## src/rtl/alu_pkg.sv

```systemverilog
// Shared opcode constants and FSM state encoding for the sequential ALU.
package alu_pkg;

  localparam logic [2:0] ALU_ADD = 3'b000;
  localparam logic [2:0] ALU_SUB = 3'b001;
  localparam logic [2:0] ALU_AND = 3'b010;
  localparam logic [2:0] ALU_OR  = 3'b011;
  localparam logic [2:0] ALU_XOR = 3'b100;
  localparam logic [2:0] ALU_SHL = 3'b101;
  localparam logic [2:0] ALU_MUL = 3'b110;
  localparam logic [2:0] ALU_DIV = 3'b111;

  typedef enum logic [1:0] {
    IDLE = 2'd0,
    BUSY = 2'd1,
    DONE = 2'd2
  } state_t;

endpackage

```

## src/rtl/alu_iter_unit.sv

```systemverilog
// Iterative shift-add multiplier and restoring divider sharing one hi/lo register pair.
// One iteration per cycle; done/result/flag are valid in the cycle of the final iteration.
module alu_iter_unit
  import alu_pkg::*;
#(
  parameter int WIDTH = 16
) (
  input  logic             clk,
  input  logic             reset,
  input  logic             start,
  input  logic [2:0]       op,
  input  logic [WIDTH-1:0] a,
  input  logic [WIDTH-1:0] b,
  output logic             done,
  output logic [WIDTH-1:0] result,
  output logic             flag
);

  localparam int SHW = $clog2(WIDTH);

  logic             busy;
  logic             is_div;
  logic [SHW-1:0]   cnt;
  logic [WIDTH-1:0] hi, lo, opb;
  logic [WIDTH-1:0] hi_n, lo_n;
  logic [WIDTH:0]   mul_sum, shifted, trial;
  logic             ge;

  // Multiply: {hi,lo} shifts right, multiplier bits consumed from lo[0].
  // Divide: {hi,lo} shifts left, quotient bits enter at lo[0]; a zero
  // divisor always "fits", which yields an all-ones quotient for free.
  always_comb begin
    mul_sum = {1'b0, hi} + (lo[0] ? {1'b0, opb} : '0);
    shifted = {hi, lo[WIDTH-1]};
    ge      = (shifted >= {1'b0, opb});
    trial   = shifted - {1'b0, opb};
    if (is_div) begin
      hi_n = ge ? trial[WIDTH-1:0] : shifted[WIDTH-1:0];
      lo_n = {lo[WIDTH-2:0], ge};
    end else begin
      hi_n = mul_sum[WIDTH:1];
      lo_n = {mul_sum[0], lo[WIDTH-1:1]};
    end
    done   = busy && (cnt == SHW'(WIDTH - 1));
    result = lo_n;
    flag   = is_div ? (opb == '0) : (|hi_n);
  end

  always_ff @(posedge clk) begin
    if (reset) begin
      busy   <= 1'b0;
      is_div <= 1'b0;
      cnt    <= '0;
      hi     <= '0;
      lo     <= '0;
      opb    <= '0;
    end else if (start) begin
      busy   <= 1'b1;
      is_div <= (op == ALU_DIV);
      cnt    <= '0;
      hi     <= '0;
      lo     <= a;
      opb    <= b;
    end else if (busy) begin
      hi  <= hi_n;
      lo  <= lo_n;
      cnt <= cnt + SHW'(1);
      if (done) busy <= 1'b0;
    end
  end

endmodule

```

## src/rtl/alu_seq.sv

```systemverilog
// Handshaked ALU: single-cycle ops plus iterative MUL/DIV, registered results.
// Optional macro ALU_SIGNED_OVF_EN adds the registered signed Overflow output.
module alu_seq
  import alu_pkg::*;
#(
  parameter int WIDTH = 16
) (
  input  logic             clk,
  input  logic             reset,
  input  logic             In_Valid,
  output logic             In_Ready,
  input  logic [WIDTH-1:0] A,
  input  logic [WIDTH-1:0] B,
  input  logic [2:0]       ALU_Code,
  output logic             Out_Valid,
  input  logic             Out_Ready,
  output logic [WIDTH-1:0] ALU_Out,
  output logic             Carry,
  output logic             isZero,
`ifdef ALU_SIGNED_OVF_EN
  output logic             Overflow,
`endif
  output logic [1:0]       dbg_state
);

  localparam int SHW = $clog2(WIDTH);

  // Handshake: an op is accepted on a rising edge where In_Valid & In_Ready;
  // a result is consumed on a rising edge where Out_Valid & Out_Ready, and
  // ALU_Out/flags hold steady from Out_Valid rising until that edge.

  state_t           state;
  logic [WIDTH:0]   sum, diff, shl;
  logic [WIDTH-1:0] sc_res;
  logic             sc_carry;
  logic             is_iter, it_start, it_done, it_flag;
  logic [WIDTH-1:0] it_result;

  assign dbg_state = state;
  assign is_iter   = (ALU_Code == ALU_MUL) || (ALU_Code == ALU_DIV);
  assign it_start  = (state == IDLE) && In_Valid && is_iter;

  always_comb begin
    sum      = {1'b0, A} + {1'b0, B};
    diff     = {1'b0, A} - {1'b0, B};
    shl      = {1'b0, A} << B[SHW-1:0];
    sc_res   = '0;
    sc_carry = 1'b0;
    case (ALU_Code)
      ALU_ADD: begin sc_res = sum[WIDTH-1:0];  sc_carry = sum[WIDTH];  end
      ALU_SUB: begin sc_res = diff[WIDTH-1:0]; sc_carry = diff[WIDTH]; end
      ALU_AND: sc_res = A & B;
      ALU_OR:  sc_res = A | B;
      ALU_XOR: sc_res = A ^ B;
      ALU_SHL: begin sc_res = shl[WIDTH-1:0];  sc_carry = shl[WIDTH];  end
      default: ;
    endcase
  end

`ifdef ALU_SIGNED_OVF_EN
  logic sc_ovf;
  always_comb begin
    sc_ovf = 1'b0;
    if (ALU_Code == ALU_ADD)
      sc_ovf = (A[WIDTH-1] == B[WIDTH-1]) && (sum[WIDTH-1] != A[WIDTH-1]);
    else if (ALU_Code == ALU_SUB)
      sc_ovf = (A[WIDTH-1] != B[WIDTH-1]) && (diff[WIDTH-1] != A[WIDTH-1]);
  end
`endif

  alu_iter_unit #(.WIDTH(WIDTH)) u_iter (
    .clk    (clk),
    .reset  (reset),
    .start  (it_start),
    .op     (ALU_Code),
    .a      (A),
    .b      (B),
    .done   (it_done),
    .result (it_result),
    .flag   (it_flag)
  );

  always_ff @(posedge clk) begin
    if (reset) begin
      state     <= IDLE;
      In_Ready  <= 1'b1;
      Out_Valid <= 1'b0;
      ALU_Out   <= '0;
      Carry     <= 1'b0;
      isZero    <= 1'b0;
`ifdef ALU_SIGNED_OVF_EN
      Overflow  <= 1'b0;
`endif
    end else begin
      case (state)
        IDLE: if (In_Valid) begin
          In_Ready <= 1'b0;
          if (is_iter) begin
            state <= BUSY;
          end else begin
            state     <= DONE;
            Out_Valid <= 1'b1;
            ALU_Out   <= sc_res;
            Carry     <= sc_carry;
            isZero    <= (sc_res == '0);
`ifdef ALU_SIGNED_OVF_EN
            Overflow  <= sc_ovf;
`endif
          end
        end
        BUSY: if (it_done) begin
          state     <= DONE;
          Out_Valid <= 1'b1;
          ALU_Out   <= it_result;
          Carry     <= it_flag;
          isZero    <= (it_result == '0);
`ifdef ALU_SIGNED_OVF_EN
          Overflow  <= 1'b0;
`endif
        end
        DONE: if (Out_Ready) begin
          state     <= IDLE;
          Out_Valid <= 1'b0;
          In_Ready  <= 1'b1;
        end
        default: state <= IDLE;
      endcase
    end
  end

endmodule

```

## config.mk

```make
export PLATFORM = sky130hd
export DESIGN_NAME = alu_seq
export DESIGN_NICKNAME = d
export VERILOG_FILES = /design/src/rtl/alu_pkg.sv /design/src/rtl/alu_iter_unit.sv /design/src/rtl/alu_seq.sv
export SDC_FILE = /design/constraint.sdc
export NUM_CORES = 1
export LEC_CHECK = 0
export ABC_AREA = 1
export CAP_MARGIN = 5
export CELL_PAD_IN_SITES_DETAIL_PLACEMENT = 2
export CELL_PAD_IN_SITES_GLOBAL_PLACEMENT = 2
export CORE_ASPECT_RATIO = 0.75
export CORE_MARGIN = 4
export CORE_UTILIZATION = 35
export CTS_BUF_LIST = sky130_fd_sc_hd__clkbuf_8
export DETAILED_ROUTE_END_ITERATION = 7
export PLACE_DENSITY_LB_ADDON = 0.3
export SLEW_MARGIN = 25
export SYNTH_ARGS = -nofsm -noshare
export SYNTH_HDL_FRONTEND = slang
export SYNTH_HIERARCHICAL = 1
export SYNTH_SLANG_ARGS = --single-unit
```

## constraint.sdc

```tcl
create_clock -name clk -period 6.5 [get_ports clk]
set_clock_uncertainty 0.15 [all_clocks]
set_input_delay 1.3 -clock clk [delete_from_list [all_inputs] [get_ports clk]]
set_output_delay 1.3 -clock clk [all_outputs]
set_load 0.005 [all_outputs]
```

==> run_results.csv, run 1 <==
group,metric,value,unit
final_layout,final_core_util,39.2,%
yosys,ys.flop_type,"dfxtp_1",
yosys,synth_common_cells,"nand2_1, inv_1, nor2_1, nand3_1, o21ai_0",
detailed_routing,drc_errors,0,
yosys,async_reset_ff_share,0,%
clocking,cts_made_buffers,9,
yosys,synth-seq-area-share,15.9,%
clocking,cts_resized,0,
clocking,htreeDepth,3,
final_layout,drive_above_1_share,4.85,%
detailed_routing,drtPass1Iterations,5,
clocking,insertion_delay,0.39,ns
power,peakVddDrop,0.126,mV
sta,hold_viol,0,
yosys,netlist_instances,1730,
yosys,avgSynthCellArea,5.53,um^2
global_routing,antenna_found_initial,1,
die,start_util,35.5,%
yosys,synthDistinctLibCells,41,
clocking,cts.path.max_buffers,2,
sta,period_minus_slack,4.83,ns
final_layout,area_delta_synth_final,10.3,%
yosys,yosysMostFrequentCell,"nand2_1",
power,pwr-share-comb,50.0,%
yosys,synth_edf_count,0,
power,power_per_cell_area,178,nW/um^2
worst_setup_path,critPathArrivalTime,4.99,ns
clocking,cts_tree,"done",
sta,rsz0062_at_grt,"no",
yosys,ys_seq_elements,76,
clocking,root_buffer,"clkbuf_8",
worst_setup_path,critPathRequiredTime,6.66,ns
yosys,synth_warnings,6,
place,gp_congestion,0.963,
yosys,synth_fp_nets,1858,
detailed_routing,wl_per_cell,23.3,um
detailed_routing,drt_iter0_drc,999,
clocking,hold_buffers,0,
worst_setup_path,critical_path_class,"in -> reg",
final_layout,num_antenna_cells,0,
power,p_leak,5.49,nW
yosys,synth_top_area_share,21.9,%
detailed_routing,num_vias,11900,
sta,fin_crit_sh,74.3,%
sta,hold_ws,0.323,ns
final_layout,fillers,3543,
clocking,cts_num_sinks,76,
global_routing,grt_pass1_wl,73800,um
detailed_routing,ant_nets,0,
sta,clock.fmax,207,MHz
die,die_h,151,um
place,numPortBuffers,60,
power,p_switching,912,uW
die,die_w,199,um
clocking,post_cts_buffers,0,
die,core_area,26900,um^2
place,hpwl,40300,um
yosys,syn_area,9570,um^2
sta,drv_slew,0,
sta,worstMarginPinSlew,1.05,ns
power,clock_power_share,21.0,%
final_layout,final_cells,2105,
global_routing,grt_overflow_total,0,
flow_run,maxCapViolCount,0,
sta,max_slew_margin,29.3,%
yosys,synthTopCellsByArea,"nand2_1, dfxtp_1, ha_1, inv_1, nand3_1",
worst_setup_path,crit_path_start_kind,"input pin",
detailed_routing,vias_per_cell,5.64,
sta,setup_tns,0,ns
hold_path,hold_path_class,"reg -> reg",
global_routing,groute.usage.overall,32.3,%
global_routing,grt_pass1_vias,12100,
yosys,yosys.area.top_type,"nand2_1",
sta,setup_viol,0,
worst_setup_path,crit_fanout,25,
die,fp.dieArea,30100,um^2
status,status,"finished clean",
power,power.internal,968,uW
detailed_routing,drt-total-wl,49100,um
power,seqPwrFrac,29.0,%
power,netSwitchingFraction,48.5,%
clocking,path_clk_slew,0.10,ns
global_routing,grt_max_degree,41,
place,placedCellCount,2089,
worst_setup_path,end_kind,"flip-flop",
die,rows,52,
final_layout,nNetsFinal,1877,
die,io_pins,61,
[worst max-delay path, cell delays in order]
cell	delay (ns)
clkdlybuf4s50_1	0.97
inv_2	0.45
ha_1	0.51
o21ai_0	0.26
nand3_1	0.16
nand2_1	0.13
nand2_1	0.06
nand3_1	0.09
nand2_1	0.07
nor2_1	0.41
nand2_1	0.11
nor2_1	0.11
nand2_1	0.08
nor2_1	0.09
nand2_1	0.06
a21oi_1	0.12
[cell usage in the layout, fill, tap and decap left out, drive strengths merged]
cell / netlist / layout
nor4: 5 / 5
bufinv: 0 / 1
buf: 34 / 5
nor2: 201 / 201
o21ai: 103 / 103
or2: 7 / 7
clkdlybuf4s50: 0 / 60
a311oi: 1 / 1
and2: 6 / 6
nand2: 566 / 566
o211ai: 11 / 11
o21bai: 4 / 4
nand3: 181 / 181
clkinvlp: 0 / 2
dfxtp: 76 / 76
nor3: 19 / 19
nand4: 19 / 19
a21oi: 82 / 82
clkbuf: 23 / 9
a31oi: 19 / 19
fa: 4 / 4
ha: 85 / 85
nand3b: 8 / 8
o22ai: 10 / 10
clkinv: 1 / 2
a21o: 2 / 2
xor2: 5 / 5
inv: 258 / 261
[layout make-up]
| class | instances | area (um^2) | area share [%] |
|---|---|---|---|
| timing repair buffer | 65 | 638 | 6.05 |
| sequential | 76 | 1520 | 14.4 |
| clock buffer | 9 | 124 | 1.17 |
| multi-input combinational | 1338 | 6780 | 64.3 |
| tap | 351 | 439 | 4.16 |
| clock inverter | 7 | 75.1 | 0.711 |
| inverter | 259 | 972 | 9.21 |
[flip-flops by register name (all words and copies together) (netlist names)]
name and cells:
u_iter/cnt 4, dbg_state 2, ALU_Out 16, u_iter/opb 16, u_iter/lo 16, u_iter/hi 16, u_iter/is_div 1, In_Ready 1
Carry 1, isZero 1, u_iter/busy 1, Out_Valid 1
[cell families after synthesis]
| logic type | count (synthesis) | share of synthesized area (%) |
|---|---|---|
| AO/OA/AOI/OAI | 232 | 13.0 |
| XOR/XNOR | 5 | 0.458 |
| adder cells (fa/ha/maj) | 89 | 12.0 |
| buffers and inverters | 316 | 13.3 |
| flip-flops | 76 | 15.9 |
| AND/OR/NAND/NOR | 1012 | 45.4 |
[stage by stage]
stage / setup slack, ns / power (mW) / area, um^2
after floorplan: 3.09 / 1.12 / 9570
after global placement: 1.43 / 1.42 / 10300
after detailed placement: 1.41 / 1.46 / 10400
after CTS: 1.81 / 1.86 / 10600
after global routing: 1.48 / 1.99 / 10600
final: 1.67 / 1.88 / 10600
[power groups by stage]
stage / Combinational, mW / Sequential, mW / Clock [mW]
floorplan: 0.587 / 0.533 / 0
global placement: 0.870 / 0.550 / 0
detailed placement: 0.912 / 0.552 / 0
CTS: 0.921 / 0.542 / 0.400
global route: 1.02 / 0.548 / 0.419
finish: 0.940 / 0.545 / 0.394
[per-layer routing]
layer	share of wire, %	GRT usage (%)	routed length [um]	up-vias
li1	-	-	-	5536
met1	51	49.3	24800	5914
met2	40	46.5	19600	382
met3	8.1	7.56	3990	41
met4	1.3	5.02	639	2
met5	0.0061	0	3	-
[final timing paths]
path / start / endpoint / slack, ns / cells past startpoint
max reg2reg: u_iter/lo[0] / Carry / 2.85 / 19
max: B[1] / isZero / 1.67 / 16
min reg2reg: Out_Valid / Out_Valid / 0.32 / 2
min: Out_Valid / Out_Valid / 0.32 / 2
(Power assumes the default switching activity.)
==> inputs of run 2 (changes only) <==
CORE_UTILIZATION = 29   (was 35)
clock period = 4.3 ns   (was 6.5 ns; I/O delays follow)
==> run 2 against run 1 <==
Compared with the run above: core utilization is 5.8 points lower; non-clock buffer count is 22 higher; critical path depth stayed put; via count is 0.45% lower; register-to-register slack worse by 2.2 ns; total power is 51% higher; global-route usage is 5.2 points lower.
==> run_results.csv, run 2 (synthesized netlist as in run 1, its figures left out) <==
group,metric,value,unit
place,placedCellCount,2202,
worst_setup_path,worst_r2r_path_depth,21,
hold_path,hold_depth,2,
global_routing,grt_max_degree,40,
worst_setup_path,crit_path_start_kind,"input pin",
power,power_per_cell_area,262,nW/um^2
sta,drv_slew,0,
final_layout,fillers,4209,
clocking,hold_buffers,0,
die,die_w,218,um
final_layout,layout_common_cells,"nand2_1, inv_1, nor2_1, nand3_1, o21ai_0",
clocking,cts_num_sinks,76,
clocking,post_cts_buffers,0,
global_routing,antenna_found_initial,1,
die,io_pins,61,
power,peakVddDrop,0.177,mV
power,p_leak,5.60,nW
clocking,path_clk_slew,0.12,ns
die,start_util,29.5,%
detailed_routing,drt_iter0_drc,1027,
final_layout,final_core_util,33.4,%
detailed_routing,wl_per_cell,22.2,um
final_layout,area_delta_synth_final,13.2,%
place,hpwl,40700,um
worst_setup_path,critPathRequiredTime,4.49,ns
global_routing,grt_pass1_wl,74700,um
worst_setup_path,critical_path_class,"in -> reg",
clocking,insertion_delay,0.42,ns
place,numPortBuffers,60,
detailed_routing,drtPass1Iterations,5,
clocking,cts_made_buffers,9,
final_layout,final_cells,2218,
global_routing,grt_pass1_vias,12400,
sta,clock.fmax,256,MHz
worst_setup_path,end_kind,"flip-flop",
worst_setup_path,cpMaxStageDelayCell,"clkdlybuf4s50_1",
sta,max_slew_margin,35.7,%
final_layout,fin_area,10800,um^2
global_routing,groute.usage.overall,27.0,%
sta,fin_crit_sh,90.8,%
hold_path,hold_path_class,"reg -> reg",
clocking,cts.path.max_buffers,2,
die,fp.dieArea,36000,um^2
sta,rsz0062_at_grt,"no",
detailed_routing,ant_nets,0,
sta,setup_viol,0,
die,core_area,32400,um^2
worst_setup_path,crit_fanout,9,
detailed_routing,num_vias,11800,
final_layout,nNetsFinal,1899,
die,rows,57,
place,place_ws,0.0706,ns
power,power,2.84,mW
place,placed_area,10600,um^2
sta,period_minus_slack,3.91,ns
sta,worstMarginPinSlew,0.961,ns
final_layout,drive_above_1_share,5.91,%
die,die_h,165,um
final_layout,final_common_cell,"nand2_1",
sta,setup_tns,0,ns
global_routing,grt_overflow_total,0,
clocking,htreeDepth,3,
sta,hold_ws,0.331,ns
clocking,root_buffer,"clkbuf_8",
flow_run,maxCapViolCount,0,
detailed_routing,drc_errors,0,
sta,worst_slack,0.395,ns
sta,hold_viol,0,
place,gp_congestion,0.989,
worst_setup_path,critPathArrivalTime,4.09,ns
clocking,cts_resized,0,
final_layout,num_antenna_cells,0,
worst_setup_path,worst_path_largest_cell_delay,0.74,ns
detailed_routing,vias_per_cell,5.33,
clocking,cts_tree,"done",
detailed_routing,drt-total-wl,49200,um
status,status,"finished clean",
worst_setup_path,path_cells,"clkdlybuf4s50_1, inv_1, ha_1, nand2_1, nor2_1, and2_1, nand2_1, nand2_1, nand2_1, nand3_1, nand2_1, nor2_1, nand2_1, nor2_1, nand2_1, a21oi_1",
worst_setup_path,crit_top_cell,"nand2_1",
-- run 2: cell types whose count changed in the layout (fill, tap and decap cells not counted), moves of 2 or more --
cell / delta
buf_4: +22
clkinvlp_4: -2
inv_6: +2
inv_8: +2
nor2_1: +2
nor2_2: -2
-- run 2: worst max-delay path, delay by kind of cell --
family / cells / cell delay, ns
simple gates: 12 / 1.65
fa+ha+maj: 1 / 0.58
buf+inv: 2 / 0.86
compound gates: 1 / 0.14
-- run 2: worst paths after layout --
check | start | to | slack, ns
setup / recovery | A[10] | isZero | 0.39
setup reg to reg | u_iter/lo[0] | Carry | 0.64
hold / removal | Out_Valid | Out_Valid | 0.33
hold reg to reg | Out_Valid | Out_Valid | 0.33
-- run 2: per-layer routing --
metal / share of wire, % / up-vias / global-route usage [%]
met2: 40 / 323 / 40.1
met4: 1.3 / 2 / 4.57
met3: 6.4 / 47 / 4.85
met5: 0.035 / - / 0
met1: 52 / 5865 / 41.1
li1: - / 5585 / -
-- run 2: final cells by class --
class                   instances  area (um^2)  share of cell area [%]
repair buffers                 87          803                    7.42
clock buffers                   9          124                    1.14
flip-flops and latches         76         1520                    14.1
inverters                     259          972                    8.98
clock inverters                 7         73.8                   0.682
well taps                     442          553                    5.11
multi-input cells            1338         6780                    62.6
-- run 2: power by group --
part | total, mW | internal (mW) | switching [mW] | leakage (nW)
clock | 0.593 | 0.231 | 0.362 | 0.102
sequential | 0.818 | 0.758 | 0.0603 | 0.619
combinational | 1.43 | 0.450 | 0.980 | 4.88
